<file path="src/rtl/sseg_pkg.sv">
// -----------------------------------------------------------------------------
// sseg_pkg
//   Shared definitions for the seven-segment scan driver and its helpers.
//
//   SEG_W_DEFAULT : segment bits per digit, decimal point excluded (a..g)
//   SEG_BLANK     : logical pattern with every segment dark
//   SEG_DASH      : logical pattern lighting only segment g (bit 6)
//   pol()         : maps a logical "on" bit to a pin level for the chosen
//                   pin polarity (active_low=1 -> on drives 0)
// -----------------------------------------------------------------------------
package sseg_pkg;

  localparam int SEG_W_DEFAULT = 7;

  // Bit order is {g,f,e,d,c,b,a}; 1 = segment lit.
  localparam logic [SEG_W_DEFAULT-1:0] SEG_BLANK = 7'h00;
  localparam logic [SEG_W_DEFAULT-1:0] SEG_DASH  = 7'h40;

  // Logical-to-pin polarity map. An XOR keeps it a single gate per pin.
  function automatic logic pol(input logic b, input logic active_low);
    return b ^ active_low;
  endfunction

endpackage

</file>
<file path="src/rtl/sseg_scan_prescaler.sv">
// -----------------------------------------------------------------------------
// scan_prescaler
//   Free-running divider for scanned peripherals. Counts 0..PRESCALE-1 and
//   wraps; tick is high during the last count of each period so a consumer
//   advances exactly once per PRESCALE clocks. PRESCALE=1 ticks every cycle.
//
//   Parameters
//     PRESCALE : clocks per tick period, >= 1
//     CNT_W    : counter width (derived, exposed so callers can size cnt)
//   Ports
//     clk   in  clock
//     reset in  synchronous, active-high; cnt returns to 0
//     cnt   out current count, 0..PRESCALE-1
//     tick  out high when cnt == PRESCALE-1
// -----------------------------------------------------------------------------
module scan_prescaler
  import sseg_pkg::*;
#(
  parameter int PRESCALE = 1000,
  parameter int CNT_W    = (PRESCALE > 1) ? $clog2(PRESCALE) : 1
) (
  input  logic             clk,
  input  logic             reset,
  output logic [CNT_W-1:0] cnt,
  output logic             tick
);

  localparam logic [CNT_W-1:0] LAST = CNT_W'(PRESCALE - 1);

  logic [CNT_W-1:0] r_cnt;
  logic [CNT_W-1:0] w_cnt_nxt;
  logic             w_tick;

  // With PRESCALE=1 LAST is 0, so the counter parks at 0 and ticks every clock.
  assign w_tick = (r_cnt == LAST);

  always_comb begin
    w_cnt_nxt = r_cnt + CNT_W'(1);
    if (w_tick) begin
      w_cnt_nxt = '0;
    end
  end

  always_ff @(posedge clk) begin
    if (reset) begin
      r_cnt <= '0;
    end else begin
      r_cnt <= w_cnt_nxt;
    end
  end

  assign cnt  = r_cnt;
  assign tick = w_tick;

endmodule

</file>
<file path="src/rtl/sseg_scan_mux.sv">
// -----------------------------------------------------------------------------
// sseg_scan_mux
//   Time-multiplexed driver for an N-digit seven-segment display with a
//   per-digit decimal point. A built-in prescaler sets the slot length so the
//   block runs straight off the board clock. Each slot lights one digit; a
//   disabled digit keeps its slot but stays dark, so the frame period is
//   always NUM_DIGITS*PRESCALE clocks. frame_done pulses for one cycle when
//   the scan wraps back to digit 0.
//
//   Pins are registered from the current slot and the live inputs every
//   clock: one cycle from an index or input change to the pins, no per-frame
//   latching of the inputs.
//
//   Optional build macro SSEG_SCAN_DIM_EN adds a 4-bit brightness input. The
//   slot is cut into 16 equal phases (PRESCALE must be a multiple of 16) and
//   the anode is only driven while phase < brightness; segment and decimal
//   drive are not gated. Without the macro the anode is on for the whole slot.
//
//   Parameters
//     NUM_DIGITS : digits scanned, >= 2
//     SEG_W      : segment bits per digit (dp excluded)
//     PRESCALE   : clocks per digit slot, >= 1
//     ACTIVE_LOW : 1 = an/sseg/decimal pins active-low, 0 = active-high
//   Ports
//     clk        in  clock
//     reset      in  synchronous, active-high
//     seg_in     in  digit d logical pattern at [d*SEG_W +: SEG_W]
//     dp_in      in  1 = light decimal point of digit d
//     digit_en   in  0 = digit d blanked
//     brightness in  (SSEG_SCAN_DIM_EN only) on-phases per slot, 0..15
//     an         out anode selects, at most one active
//     sseg       out segment drive for the scanned digit
//     decimal    out decimal-point drive for the scanned digit
//     digit_idx  out digit slot currently scanned
//     frame_done out one-cycle pulse when the scan wraps to digit 0
// -----------------------------------------------------------------------------
module sseg_scan_mux
  import sseg_pkg::*;
#(
  parameter int NUM_DIGITS = 4,
  parameter int SEG_W      = SEG_W_DEFAULT,
  parameter int PRESCALE   = 1000,
  parameter bit ACTIVE_LOW = 1'b1
) (
  input  logic                        clk,
  input  logic                        reset,
  input  logic [NUM_DIGITS*SEG_W-1:0] seg_in,
  input  logic [NUM_DIGITS-1:0]       dp_in,
  input  logic [NUM_DIGITS-1:0]       digit_en,
`ifdef SSEG_SCAN_DIM_EN
  input  logic [3:0]                  brightness,
`endif
  output logic [NUM_DIGITS-1:0]       an,
  output logic [SEG_W-1:0]            sseg,
  output logic                        decimal,
  output logic [$clog2(NUM_DIGITS)-1:0] digit_idx,
  output logic                        frame_done
);

  localparam int   IDX_W = $clog2(NUM_DIGITS);
  localparam int   CNT_W = (PRESCALE > 1) ? $clog2(PRESCALE) : 1;
  localparam logic OFF   = pol(1'b0, ACTIVE_LOW);

  localparam logic [IDX_W-1:0] LAST_IDX = IDX_W'(NUM_DIGITS - 1);

  // ---------------------------------------------------------------------------
  // Slot timing
  // ---------------------------------------------------------------------------
  logic [CNT_W-1:0] w_cnt;
  logic             w_tick;

  scan_prescaler #(
    .PRESCALE (PRESCALE),
    .CNT_W    (CNT_W)
  ) u_prescaler (
    .clk   (clk),
    .reset (reset),
    .cnt   (w_cnt),
    .tick  (w_tick)
  );

  // ---------------------------------------------------------------------------
  // Scan FSM: the state is the digit index itself; it only moves on tick.
  // ---------------------------------------------------------------------------
  logic [IDX_W-1:0] r_idx;
  logic [IDX_W-1:0] w_idx_nxt;
  logic             w_wrap;

  always_ff @(posedge clk) begin
    if (reset) begin
      r_idx <= '0;
    end else begin
      r_idx <= w_idx_nxt;
    end
  end

  always_comb begin
    w_idx_nxt = r_idx;
    w_wrap    = 1'b0;
    if (w_tick) begin
      if (r_idx == LAST_IDX) begin
        w_idx_nxt = '0;
        w_wrap    = 1'b1;
      end else begin
        w_idx_nxt = r_idx + IDX_W'(1);
      end
    end
  end

  // ---------------------------------------------------------------------------
  // Digit select. The loop only matches real digits, so an index code past
  // NUM_DIGITS-1 (unreachable) falls through to the blanked defaults.
  // ---------------------------------------------------------------------------
  logic [NUM_DIGITS-1:0] w_hit;
  logic                  w_lit;
  logic [SEG_W-1:0]      w_sel_seg;
  logic                  w_sel_dp;

  always_comb begin
    w_hit     = '0;
    w_lit     = 1'b0;
    w_sel_seg = '0;
    w_sel_dp  = 1'b0;
    for (int d = 0; d < NUM_DIGITS; d++) begin
      if (r_idx == IDX_W'(d)) begin
        w_hit[d]  = 1'b1;
        w_lit     = digit_en[d];
        w_sel_seg = seg_in[d*SEG_W +: SEG_W];
        w_sel_dp  = dp_in[d];
      end
    end
  end

  // ---------------------------------------------------------------------------
  // Anode gating
  // ---------------------------------------------------------------------------
  logic w_an_on;

`ifdef SSEG_SCAN_DIM_EN
  // Guarded so an invalid PRESCALE still elaborates; it just won't dim evenly.
  localparam int PHASE_LEN = (PRESCALE >= 16) ? (PRESCALE / 16) : 1;

  logic [3:0] w_phase;

  assign w_phase = 4'(w_cnt / CNT_W'(PHASE_LEN));
  assign w_an_on = w_lit & (w_phase < brightness);
`else
  // Slot position only matters for dimming; the bare build ignores it.
  logic w_unused_cnt;

  assign w_unused_cnt = ^w_cnt;
  assign w_an_on      = w_lit;
`endif

  // ---------------------------------------------------------------------------
  // Pin mapping and output registers
  // ---------------------------------------------------------------------------
  logic [NUM_DIGITS-1:0] w_an_pin;
  logic [SEG_W-1:0]      w_seg_pin;
  logic                  w_dp_pin;

  always_comb begin
    w_an_pin  = '0;
    w_seg_pin = '0;
    for (int d = 0; d < NUM_DIGITS; d++) begin
      w_an_pin[d] = pol(w_an_on & w_hit[d], ACTIVE_LOW);
    end
    for (int b = 0; b < SEG_W; b++) begin
      w_seg_pin[b] = pol(w_lit & w_sel_seg[b], ACTIVE_LOW);
    end
    w_dp_pin = pol(w_lit & w_sel_dp, ACTIVE_LOW);
  end

  logic [NUM_DIGITS-1:0] r_an;
  logic [SEG_W-1:0]      r_sseg;
  logic                  r_decimal;
  logic                  r_frame_done;

  always_ff @(posedge clk) begin
    if (reset) begin
      r_an         <= {NUM_DIGITS{OFF}};
      r_sseg       <= {SEG_W{OFF}};
      r_decimal    <= OFF;
      r_frame_done <= 1'b0;
    end else begin
      r_an         <= w_an_pin;
      r_sseg       <= w_seg_pin;
      r_decimal    <= w_dp_pin;
      // High in the first cycle of digit 0 after a wrap, never after reset.
      r_frame_done <= w_wrap;
    end
  end

  assign an         = r_an;
  assign sseg       = r_sseg;
  assign decimal    = r_decimal;
  assign digit_idx  = r_idx;
  assign frame_done = r_frame_done;

endmodule

</file>
<file path="config.mk">
export PLATFORM = sky130hd
export DESIGN_NAME = sseg_scan_mux
export DESIGN_NICKNAME = d
export VERILOG_FILES = /design/src/rtl/sseg_pkg.sv /design/src/rtl/sseg_scan_prescaler.sv /design/src/rtl/sseg_scan_mux.sv
export SDC_FILE = /design/constraint.sdc
export NUM_CORES = 1
export LEC_CHECK = 0
export CORE_MARGIN = 2
export CORE_UTILIZATION = 41
export CTS_CLUSTER_SIZE = 28
export DETAILED_ROUTE_END_ITERATION = 7
export PLACE_DENSITY = 0.78
export SLEW_MARGIN = 15
export SYNTH_ARGS = -nofsm -noshare
export SYNTH_HDL_FRONTEND = slang
export SYNTH_HIERARCHICAL = 1
export SYNTH_SLANG_ARGS = --single-unit
export TNS_END_PERCENT = 100
</file>
<file path="constraint.sdc">
create_clock -name clk -period 1.95 [get_ports clk]
set_input_delay 0.195 -clock clk [delete_from_list [all_inputs] [get_ports clk]]
set_output_delay 0.195 -clock clk [all_outputs]
set_load 0.02 [all_outputs]
</file>
==> metrics.cfg <==
[sta]
clock_skew_ns=0.00587
finalHoldViolCount=0
drv_slew=0
period_minus_slack_ns=1.77
clock.fmax_mhz=564
fin_setup_tns_ns=0
grt_setup_unrepaired=no
worst_slew_pin_slew_ns=0.392
fin_crit_sh_pct=90.9
setup_violations=0
slew_headroom_pct=73.8

[setup_path]
critical_path_arrival_ns=1.98
crit_required_ns=2.15
critical-path-top-delay-family=flip-flops
worstReg2RegStart=digit_idx[0]
path_cells=inv_1 > ha_1 > nor2b_1 > a2111oi_4 > buf_4 > o221ai_1
slowest_delay_ns=0.45
worstSetupEndpointType=flop
cp.depth=6
path_buf_inv=2
cp-startpoint=digit_idx[0]
reg2reg_depth=6
critPathSlowestCell=dfxtp_1
startpoint_type=flop
critPathKind=reg -> reg
critPathMaxFanout=10

[clock_tree]
cts_made_buffers=3
insertion_delay_ns=0.32
cts_tree=built
path_clk_slew_ns=0.14
cts_buffer_depth=2
htreeDepth=1
cts.sinks=25
cts_hold_buf=0
cts_root_buf=clkbuf_4

[layout]
final_common_cell=clkdlybuf4s50_1
antenna_cells=0
final_util_pct=66.4
syn_to_final_growth_pct=51.2
final_area_um2=1860
layout_common_cells=clkdlybuf4s50_1, dfxtp_1
nets=227
drive_gt1_share_pct=10.4

[power]
power_leakage_nw=0.740
power_density_nw_per_um2=503
vdd_drop_max_mv=0.299

[global_route]
grt_max_degree=16
antenna_found_initial=0
grtUsageTotal_pct=20.5
grt.overflow.total=0
grt_pass1_vias=1125
grt_pass1_wl_mm=5.32

[detailed_routing]
route.top_layer_used=met4
drtAntennaViolNets=0
drtIter0Drc=44
drt-met1-wl_mm=1.55
wl_met2_mm=1.68
drcViolationCount=2
route.met3.wl_um=142
viasPerCell=5.65
wirelength_mm=3.47
via_count=1210
drt_pass1_iterations=6
wire_per_inst_um=16.2

[worst_hold_path]
hp-start=seg_in[27]
hp-class=in -> reg
hold_depth=2

[die]
die_w_um=58.8
rows=19
die_y_um=58.8
initial_utilization_pct=43.9
io_pins=53
core_area_um2=2810
dieArea_um2=3460

[job]
cap_viol_max_count=0

[place]
gp_congestion=0.862
post-dp-hpwl_mm=2.73
port_buffers=52
placed_cell_area_um2=1820

[status]
violations=DRC
status=complete, but fails checks

[synth]
synth.avg_cell_area_um2=9.93
ys_seq_area_share_pct=40.7
synthCells=124
synth_warnings=6
ys_ff_latch=25
synth_ff_type=dfxtp_1
async_flop_share_pct=0
syn_nets=167
syn-cell-area_um2=1230
synth_cell_types=39
synth_edf_count=0

-- final timing paths --
path,slack [ns],endpoint
worst max-delay path,0.18,sseg[1]
worst min-delay path,0.46,sseg[6]
worst max register to register,0.18,sseg[1]
worst min register to register,0.48,u_prescaler/cnt[0]
-- cells in the mapped netlist, drive strengths merged, types with 2 or more instances --
library cell | number | share of area, %
inv | 7 | 2.1
a31oi | 2 | 1.0
or3 | 2 | 1.0
a21o | 8 | 4.9
nor3 | 2 | 0.81
nor2 | 8 | 2.4
nand2 | 4 | 1.2
o21ai | 7 | 2.8
nand4 | 3 | 2.0
xnor2 | 2 | 1.4
o211ai | 2 | 1.2
ha | 5 | 5.1
o221ai | 8 | 5.7
a21oi | 3 | 1.5
nor3b | 3 | 2.2
mux2i | 2 | 1.6
and3 | 2 | 1.1
nand3 | 4 | 1.6
nor2b | 3 | 1.5
a221o | 8 | 6.5
buf | 3 | 1.1
dfxtp | 25 | 41
-- per-layer routing --
layer,global-route usage (%),vias to the layer above
met4,10.1,0
met2,31.3,34
met1,28.0,573
li1,-,595
met3,3.52,8
met5,0,-
-- state kept, by name, summed over array words and instances, names as in the netlist --
register,flops
an,4
sseg,7
u_prescaler/cnt,10
digit_idx,2
frame_done,1
decimal,1
-- cell type report --
type / count / area, um^2
clock buffers: 3 / 22.5
repair buffers: 59 / 573
multi-input cells: 88 / 693
fillers: 231 / 943
clock inverters: 1 / 7.51
well taps: 31 / 38.8
inverters: 7 / 26.3
flip-flops and latches: 25 / 500
-- worst reg2reg max path: cells and delay by family (launching register included) --
kind | cells | cell delay [ns]
AOI/OAI and AO/OA | 2 | 0.39
adders and majority gates | 1 | 0.30
buffers and inverters | 2 | 0.32
DFF | 1 | 0.45
and+or+nand+nor | 1 | 0.20
-- where the power goes --
part	leakage (nW)	internal (mW)	switching, mW
logic	0.521	0.105	0.0522
clock network	0.0139	0.0784	0.160
registers	0.204	0.529	0.0132
total	0.740	0.712	0.225
-- through the flow --
stage	cells	hold WS [ns]	total power [mW]	setup WS [ns]
after floorplan	124	0.264	0.599	0.166
after detailed placement	209	0.455	0.708	0.0774
after CTS	213	0.452	0.952	0.0570
after global placement	209	0.438	0.704	0.221
after global routing	214	0.450	0.977	0.0332
final	214	0.462	0.937	0.177
-- kinds of logic after synthesis --
family,after synthesis,synth area share (%)
AOI/OAI and AO/OA,41,27.3
xor gates and xnor gates,3,2.13
adders and majority gates,5,5.08
buffers and inverters,11,3.56
DFF,25,40.7
muxes,2,1.63
and+or+nand+nor,37,19.6
-- what timing repair did --
item                       4_1_cts  5_1_grt
setup endpoints to repair        0        9
setup buffers                    0        1
gates resized for setup          0        1
No activity file was read; power rests on OpenSTA's default activity.
